`config.mk`:
```
export PLATFORM = sky130hd
export DESIGN_NAME = tone_queue_player
export DESIGN_NICKNAME = d
export VERILOG_FILES = /design/src/rtl/tone_pkg.sv /design/src/rtl/seq_divider.sv /design/src/rtl/tone_queue_player.sv
export SDC_FILE = /design/constraint.sdc
export NUM_CORES = 1
export LEC_CHECK = 0
export CORE_UTILIZATION = 30
export CTS_BUF_LIST = sky130_fd_sc_hd__clkbuf_16
export DETAILED_ROUTE_END_ITERATION = 7
export RECOVER_POWER = 25
export SETUP_SLACK_MARGIN = 0.3
export SKIP_LAST_GASP = 1
export SLEW_MARGIN = 0
export SYNTH_ARGS = -nofsm -noshare
export SYNTH_HDL_FRONTEND = slang
export SYNTH_HIERARCHICAL = 1
export SYNTH_SLANG_ARGS = --single-unit
```
`constraint.sdc`:
```
create_clock -name clk -period 13.05 [get_ports clk]
set_input_delay 3.2625 -clock clk [delete_from_list [all_inputs] [get_ports clk]]
set_output_delay 3.2625 -clock clk [all_outputs]
set_load 0.005 [all_outputs]
```
`src/rtl/tone_pkg.sv`:
```
// Shared FSM state type and derived constants for the queued tone player.
package tone_pkg;

    typedef enum logic [2:0] {
        IDLE,
        LOAD,
        DIV,
        PLAY,
        GAP
    } state_t;

    localparam int DIV_W = 32;

    function automatic int ms_ticks(input int clk_hz);
        return clk_hz / 1000;
    endfunction

endpackage

```
`src/rtl/seq_divider.sv`:
```
// Radix-2 restoring divider, DIV_W-bit dividend by HZ_W-bit divisor, one quotient bit per cycle.
// The first bit resolves on the start edge, so done rises DIV_W-1 edges after start.
module seq_divider
    import tone_pkg::*;
#(
    parameter int HZ_W = 12
) (
    input  logic             clk,
    input  logic             rst_n,
    input  logic             start,
    input  logic             abort,
    input  logic [DIV_W-1:0] dividend,
    input  logic [HZ_W-1:0]  divisor,
    output logic [DIV_W-1:0] quotient,
    output logic             done
);
    localparam int CW = $clog2(DIV_W) + 1;

    logic [HZ_W-1:0]  rem_q, dvs_q, src_rem, src_dvs, nxt_rem;
    logic [DIV_W-1:0] quo_q, src_quo, nxt_quo;
    logic [HZ_W:0]    trial;
    logic             ge, run_q;
    logic [CW-1:0]    cnt_q;

    // The remainder stays below the divisor, so HZ_W bits hold it between steps.
    always_comb begin
        src_rem = start ? '0 : rem_q;
        src_quo = start ? dividend : quo_q;
        src_dvs = start ? divisor : dvs_q;
        trial   = {src_rem, src_quo[DIV_W-1]};
        ge      = trial >= {1'b0, src_dvs};
        nxt_rem = ge ? HZ_W'(trial - {1'b0, src_dvs}) : trial[HZ_W-1:0];
        nxt_quo = {src_quo[DIV_W-2:0], ge};
    end

    always_ff @(posedge clk or negedge rst_n) begin
        if (!rst_n) begin
            rem_q <= '0;
            dvs_q <= '0;
            quo_q <= '0;
            cnt_q <= '0;
            run_q <= 1'b0;
            done  <= 1'b0;
        end else if (abort) begin
            run_q <= 1'b0;
            done  <= 1'b0;
        end else if (start) begin
            rem_q <= nxt_rem;
            quo_q <= nxt_quo;
            dvs_q <= divisor;
            cnt_q <= CW'(1);
            run_q <= 1'b1;
            done  <= 1'b0;
        end else if (run_q) begin
            rem_q <= nxt_rem;
            quo_q <= nxt_quo;
            cnt_q <= cnt_q + CW'(1);
            if (cnt_q == CW'(DIV_W - 1)) begin
                run_q <= 1'b0;
                done  <= 1'b1;
            end
        end
    end

    assign quotient = quo_q;

endmodule

```
`src/rtl/tone_queue_player.sv`:
```
// Queued square-wave tone player: (hz, ms) notes through a FIFO, played back to back.
// Define NOTE_GAP_EN to insert GAP_MS of silence after every played or rest note.
module tone_queue_player
    import tone_pkg::*;
#(
    parameter int CLK_HZ = 100_000_000,
    parameter int HZ_W   = 12,
    parameter int DUR_W  = 16,
    parameter int DEPTH  = 8,
    parameter int GAP_MS = 10
) (
    input  logic                       clk,
    input  logic                       rst_n,
    input  logic                       note_valid,
    output logic                       note_ready,
    input  logic [HZ_W-1:0]            note_hz,
    input  logic [DUR_W-1:0]           note_ms,
    input  logic                       stop,
    output logic                       busy,
    output logic [$clog2(DEPTH+1)-1:0] level,
    output logic                       note_done,
    output logic                       buzzer
);
    localparam int AW       = $clog2(DEPTH);
    localparam int LW       = $clog2(DEPTH + 1);
    localparam int MS_TICKS = ms_ticks(CLK_HZ);
    localparam logic [DIV_W-1:0] HALF_CLK = DIV_W'(CLK_HZ / 2);
`ifdef NOTE_GAP_EN
    localparam logic [DIV_W-1:0] GAP_TICKS = DIV_W'(GAP_MS * MS_TICKS);
`endif

    if (CLK_HZ < 2000 || (CLK_HZ % 2) != 0 || GAP_MS < 0 || DEPTH < 2 ||
        (DEPTH & (DEPTH - 1)) != 0) begin : g_bad_params
        $error("tone_queue_player: unsupported CLK_HZ/DEPTH/GAP_MS");
    end

    // FIFO: the extra pointer bit separates full from empty.
    logic [HZ_W+DUR_W-1:0] mem [DEPTH];
    logic [AW:0]           wr_ptr, rd_ptr;
    logic                  full, empty, push, pop;
    logic [HZ_W+DUR_W-1:0] head;
    logic [HZ_W-1:0]       head_hz;
    logic [DUR_W-1:0]      head_ms;

    state_t                state;
    logic [DUR_W-1:0]      ms_left;
    logic [DIV_W-1:0]      half, half_cnt, div_q;
    logic [31:0]           ms_pre;
    logic                  mute, div_start, div_done;

    assign empty      = (wr_ptr == rd_ptr);
    assign full       = (wr_ptr[AW] != rd_ptr[AW]) && (wr_ptr[AW-1:0] == rd_ptr[AW-1:0]);
    assign note_ready = rst_n && !full && !stop;
    assign push       = note_valid && note_ready;
    assign pop        = (state == LOAD) && !stop;
    assign head       = mem[rd_ptr[AW-1:0]];
    assign head_hz    = head[HZ_W+DUR_W-1:DUR_W];
    assign head_ms    = head[DUR_W-1:0];
    assign level      = LW'(wr_ptr - rd_ptr);
    assign busy       = (state != IDLE) || !empty;
    assign div_start  = pop && (head_ms != '0) && (head_hz != '0);

    always_ff @(posedge clk) begin
        if (push) mem[wr_ptr[AW-1:0]] <= {note_hz, note_ms};
    end

    always_ff @(posedge clk or negedge rst_n) begin
        if (!rst_n) begin
            wr_ptr <= '0;
            rd_ptr <= '0;
        end else if (stop) begin
            wr_ptr <= '0;
            rd_ptr <= '0;
        end else begin
            if (push) wr_ptr <= wr_ptr + 1'b1;
            if (pop)  rd_ptr <= rd_ptr + 1'b1;
        end
    end

    seq_divider #(.HZ_W(HZ_W)) u_div (
        .clk      (clk),
        .rst_n    (rst_n),
        .start    (div_start),
        .abort    (stop),
        .dividend (HALF_CLK),
        .divisor  (head_hz),
        .quotient (div_q),
        .done     (div_done)
    );

    always_ff @(posedge clk or negedge rst_n) begin
        if (!rst_n) begin
            state     <= IDLE;
            ms_left   <= '0;
            half      <= DIV_W'(1);
            half_cnt  <= '0;
            ms_pre    <= '0;
            mute      <= 1'b0;
            buzzer    <= 1'b0;
            note_done <= 1'b0;
        end else if (stop) begin
            state     <= IDLE;
            buzzer    <= 1'b0;
            note_done <= 1'b0;
        end else begin
            note_done <= 1'b0;
            case (state)
                IDLE: if (!empty) state <= LOAD;
                LOAD: begin
                    ms_left  <= head_ms;
                    half_cnt <= '0;
                    ms_pre   <= '0;
                    buzzer   <= 1'b0;
                    mute     <= (head_hz == '0);
                    if (head_ms == '0) begin
                        note_done <= 1'b1;
                        state     <= IDLE;
                    end else if (head_hz == '0) begin
                        state <= PLAY;
                    end else begin
                        state <= DIV;
                    end
                end
                // A zero quotient means the request exceeded CLK_HZ/2; clamp to the fastest tone.
                DIV: if (div_done) begin
                    half  <= (div_q == '0) ? DIV_W'(1) : div_q;
                    state <= PLAY;
                end
                PLAY: begin
                    if (half_cnt == half - DIV_W'(1)) begin
                        half_cnt <= '0;
                        if (!mute) buzzer <= ~buzzer;
                    end else begin
                        half_cnt <= half_cnt + DIV_W'(1);
                    end
                    if (ms_pre == 32'(MS_TICKS - 1)) begin
                        ms_pre  <= '0;
                        ms_left <= ms_left - DUR_W'(1);
                        if (ms_left == DUR_W'(1)) begin
                            buzzer    <= 1'b0;
                            note_done <= 1'b1;
                            half_cnt  <= '0;
`ifdef NOTE_GAP_EN
                            state     <= GAP;
`else
                            state     <= IDLE;
`endif
                        end
                    end else begin
                        ms_pre <= ms_pre + 32'd1;
                    end
                end
`ifdef NOTE_GAP_EN
                // half_cnt is idle outside PLAY, so it doubles as the gap timer.
                GAP: begin
                    if (half_cnt + DIV_W'(1) >= GAP_TICKS) state <= IDLE;
                    else half_cnt <= half_cnt + DIV_W'(1);
                end
`endif
                default: state <= IDLE;
            endcase
        end
    end

endmodule
```
==> parameters.txt <==
Parameter                              Value

Routing
  Routed length per placed instance    17.0 microns
  Starting DRT DRC Count    938
  DR vias    13.1k
  Average vias per placed instance    5.05
  Antenna violation net count after detailed routing    0
  Total iterations of the first detailed-routing run    5
  DRC violation count after routing    0
  Total wirelength of the detailed-routed design    44000 microns

Setup path
  Endpoint class of the critical path    output port
  Required time at the worst-slack endpoint    9.79 ns
  Kind of critical path    in2out
  Maximum fanout along the worst path    33
  Kind of start point of the critical path    input pin
  Arrival time of data at the critical path endpoint    5.69 ns

Logic synthesis
  Mapped Cells    1655
  Per-instance average area after synthesis    12.1 sq um
  Post-synth EDFFs    224
  Count of distinct cell types in the synthesized netlist    86
  Number of flip-flops and latches in the synthesized netlist    413
  Syn Std Cell Area    19900 sq um
  Sequential-to-total area share from yosys stat    57.4%
  Number of warnings printed during yosys synthesis    6
  Most used flip-flop cell after synthesis    sky130_fd_sc_hd__edfxtp_1
  Share of flip-flops with an asynchronous set or reset after synthesis    45.8%

Finish
  # fillers    6388
  Post-synthesis to final-layout area growth    14.2%
  Footprint of the multi-input gates    8150 sq um
  Net count of the finished layout    1752
  Total area of sequential cells    11500 sq um
  Proportion of layout cells with a drive suffix above 1    12.5%

Clock tree
  Number of setup buffers added after CTS    0
  Total clock buffers created by CTS    43
  Maximum number of buffers from clock root to sink    3
  Cell at the root of the clock tree    sky130_fd_sc_hd__clkbuf_16
  Post-cts resize count    0
  Number of levels the H-tree was split into    2
  # hold bufs at CTS    0
  Worst skew pair latency    0.57 ns
  Clock transition at the registers of the reported paths    0.06 ns
  Clock tree from TritonCTS    built
  Clock Sinks    413

STA
  Setup Skew    0.0256 ns
  Fin crit share    68.6%
  Unrepaired setup endpoints after global routing    no
  Final setup viols    0
  Highest Clock Rate    112 MHz
  Max-slew violation count    34
  Tightest slew margin relative to the limit    -28.0%
  Final-layout worst hold slack    0.489 ns
  Final critical delay including setup and external delays    8.95 ns
  Final Hold Viols    0
  Total negative slack for setup checks    0 ns
  Actual slew at the worst max-slew pin    1.92 ns

Floorplan
  Floorplan die height    260 microns
  Io pins    40
  Standard-cell rows    94
  Die Outline Area    67500 sq um
  Die span in x    260 microns
  Area inside the core boundary    65700 sq um
  Initial core utilization    30.3%

GRT
  Maximum number of pins on one net before global-route repair    82
  Number of global-route vias before repair    13.3k
  Overall fraction of global-route tracks in use    13.3%
  Number of antenna violations at the first check in global routing    2
  Wire length of the first global-routing pass    72500 microns
  Remaining global-route overflow    0

Placed design
  Final weighted congestion of routability-driven global placement    0.841
  Quantity of I/O buffers inserted on ports    39
  Post-detail-place hpwl    27700 microns

Power
  IR Drop Worst-Case VDD    0.122 mV
  Total power draw    3.92 mW
  Reported leakage power    8.33 nW
  Power per standard cell area    172 nW/um^2

Status
  Result of the run    finished, violations left
  Failing checks    max-capacitance violations, max-slew violations

Flow run
  Maxcap violations    1

Worst hold path
  Min-delay worst type    reg2reg
## per-layer routing
metal / wire, microns / vias up / GRT usage [%] / part of all wire [%]
met4: 641 / 2 / 3.33 / 1.5
met1: 20200 / 6544 / 18.0 / 46
li1: - / 6211 / - / -
met3: 2140 / 59 / 2.49 / 4.9
met2: 21000 / 269 / 21.7 / 48
met5: 10 / - / 0 / 0.023
## layout by cell type, fill, tap and decap left out, types with 17 or more instances in the layout
cell type / instances
sky130_fd_sc_hd__xor2_1: 27
sky130_fd_sc_hd__nand2_1: 196
sky130_fd_sc_hd__nor2_1: 106
sky130_fd_sc_hd__clkdlybuf4s50_1: 17
sky130_fd_sc_hd__a21oi_1: 45
sky130_fd_sc_hd__ha_1: 21
sky130_fd_sc_hd__conb_1: 32
sky130_fd_sc_hd__mux2i_1: 82
sky130_fd_sc_hd__edfxtp_1: 224
sky130_fd_sc_hd__buf_4: 18
sky130_fd_sc_hd__nor3_1: 34
sky130_fd_sc_hd__nor2b_1: 19
sky130_fd_sc_hd__clkbuf_16: 43
sky130_fd_sc_hd__dlygate4sd3_1: 20
sky130_fd_sc_hd__nor4_1: 30
sky130_fd_sc_hd__mux2_2: 34
sky130_fd_sc_hd__nand4_1: 40
sky130_fd_sc_hd__nand3_1: 47
sky130_fd_sc_hd__dfrtp_1: 186
sky130_fd_sc_hd__o21ai_0: 94
sky130_fd_sc_hd__and3_1: 18
sky130_fd_sc_hd__inv_1: 47
sky130_fd_sc_hd__xnor2_1: 50
sky130_fd_sc_hd__mux4_2: 56
## registers in the layout, summed over array words and instances, names as in the netlist, 2 cells and up
register,cells
half,32
half_cnt,32
mem,224
ms_left,16
ms_pre,32
rd_ptr,4
state,2
u_div/cnt_q,6
u_div/dvs_q,12
u_div/quotient,32
u_div/rem_q,12
wr_ptr,4
## through the flow
stage,std cells,utilization [%],cell area [sq um],worst slack (ns)
finish,2591,34.6,22800,4.10
global route,2591,34.6,22800,3.94
CTS,2590,34.6,22800,4.78
detailed placement,2517,32.5,21400,4.80
global placement,2517,32.5,21400,4.86
floorplan,1685,-,20100,5.86
## Yosys cell counts, types with 12 or more instances
| cell | number | area (sq um) |
|---|---|---|
| sky130_fd_sc_hd__nand4_1 | 40 | 250 |
| sky130_fd_sc_hd__ha_1 | 21 | 263 |
| sky130_fd_sc_hd__or3_1 | 15 | 93.8 |
| sky130_fd_sc_hd__mux4_2 | 56 | 1260 |
| sky130_fd_sc_hd__nor2b_1 | 19 | 119 |
| sky130_fd_sc_hd__mux2i_1 | 82 | 821 |
| sky130_fd_sc_hd__buf_1 | 12 | 45.0 |
| sky130_fd_sc_hd__nor2_1 | 112 | 420 |
| sky130_fd_sc_hd__mux2_2 | 34 | 383 |
| sky130_fd_sc_hd__clkbuf_1 | 64 | 240 |
| sky130_fd_sc_hd__o21ai_0 | 94 | 470 |
| sky130_fd_sc_hd__and3_1 | 18 | 113 |
| sky130_fd_sc_hd__nor4_1 | 30 | 188 |
| sky130_fd_sc_hd__o311ai_0 | 12 | 105 |
| sky130_fd_sc_hd__a21oi_1 | 45 | 225 |
| sky130_fd_sc_hd__o211ai_1 | 12 | 90.1 |
| sky130_fd_sc_hd__edfxtp_1 | 224 | 6730 |
| sky130_fd_sc_hd__dfrtp_1 | 188 | 4700 |
| sky130_fd_sc_hd__xnor2_1 | 50 | 438 |
| sky130_fd_sc_hd__nand3_1 | 47 | 235 |
| sky130_fd_sc_hd__inv_1 | 41 | 154 |
| sky130_fd_sc_hd__xor2_1 | 27 | 236 |
| sky130_fd_sc_hd__nand2_1 | 196 | 736 |
| sky130_fd_sc_hd__nor3_1 | 38 | 190 |
## worst max-delay path, stage by stage
cell and delay [ns]:
sky130_fd_sc_hd__buf_2 0.08, sky130_fd_sc_hd__clkbuf_1 1.36, sky130_fd_sc_hd__nor3b_1 0.37, sky130_fd_sc_hd__clkdlybuf4s50_1 0.58
## kinds of logic (layout without fill, tap and decap cells)
logic type                 Yosys count  after routing  synth area share (%)
adders and majority gates           23             23                  1.47
buffers and inverters              132            173                  2.65
xor gates and xnor gates            77             77                  3.38
other                                2             33                0.0377
AOI/OAI and AO/OA                  253            253                  8.14
muxes                              173            173                  12.4
DFF                                413            413                  57.4
and+or+nand+nor                    582            582                  14.5
## power breakdown
group | switching [mW] | internal (mW)
clock | 0.518 | 0.721
combinational | 0.574 | 0.465
sequential | 0.140 | 1.50
total | 1.23 | 2.69
## cell type report
| type | instances | area share (%) |
|---|---|---|
| Sequential cell | 413 | 50.3 |
| Tap cell | 864 | 4.75 |
| Inverter | 42 | 0.692 |
| Clock inverter | 30 | 1.41 |
| Multi-Input combinational cell | 1140 | 35.8 |
| Clock buffer | 43 | 4.72 |
| Timing Repair Buffer | 58 | 2.32 |
| Antenna cell | 1 | 0.0110 |
## worst paths after layout
check                          startpoint  cells past startpoint                end  slack [ns]
setup / recovery                     stop                      4         note_ready        4.10
hold / removal             u_div/rem_q[9]                      2     u_div/rem_q[9]        0.49
setup reg to reg                rd_ptr[0]                     17    u_div/rem_q[11]        6.68
hold reg to reg            u_div/rem_q[9]                      2     u_div/rem_q[9]        0.49
max in group asynchronous           rst_n                      3  u_div/quotient[3]        8.19
min in group asynchronous           rst_n                      1       half_cnt[15]        2.64
Note: power is estimated with default switching activity, not from simulation.
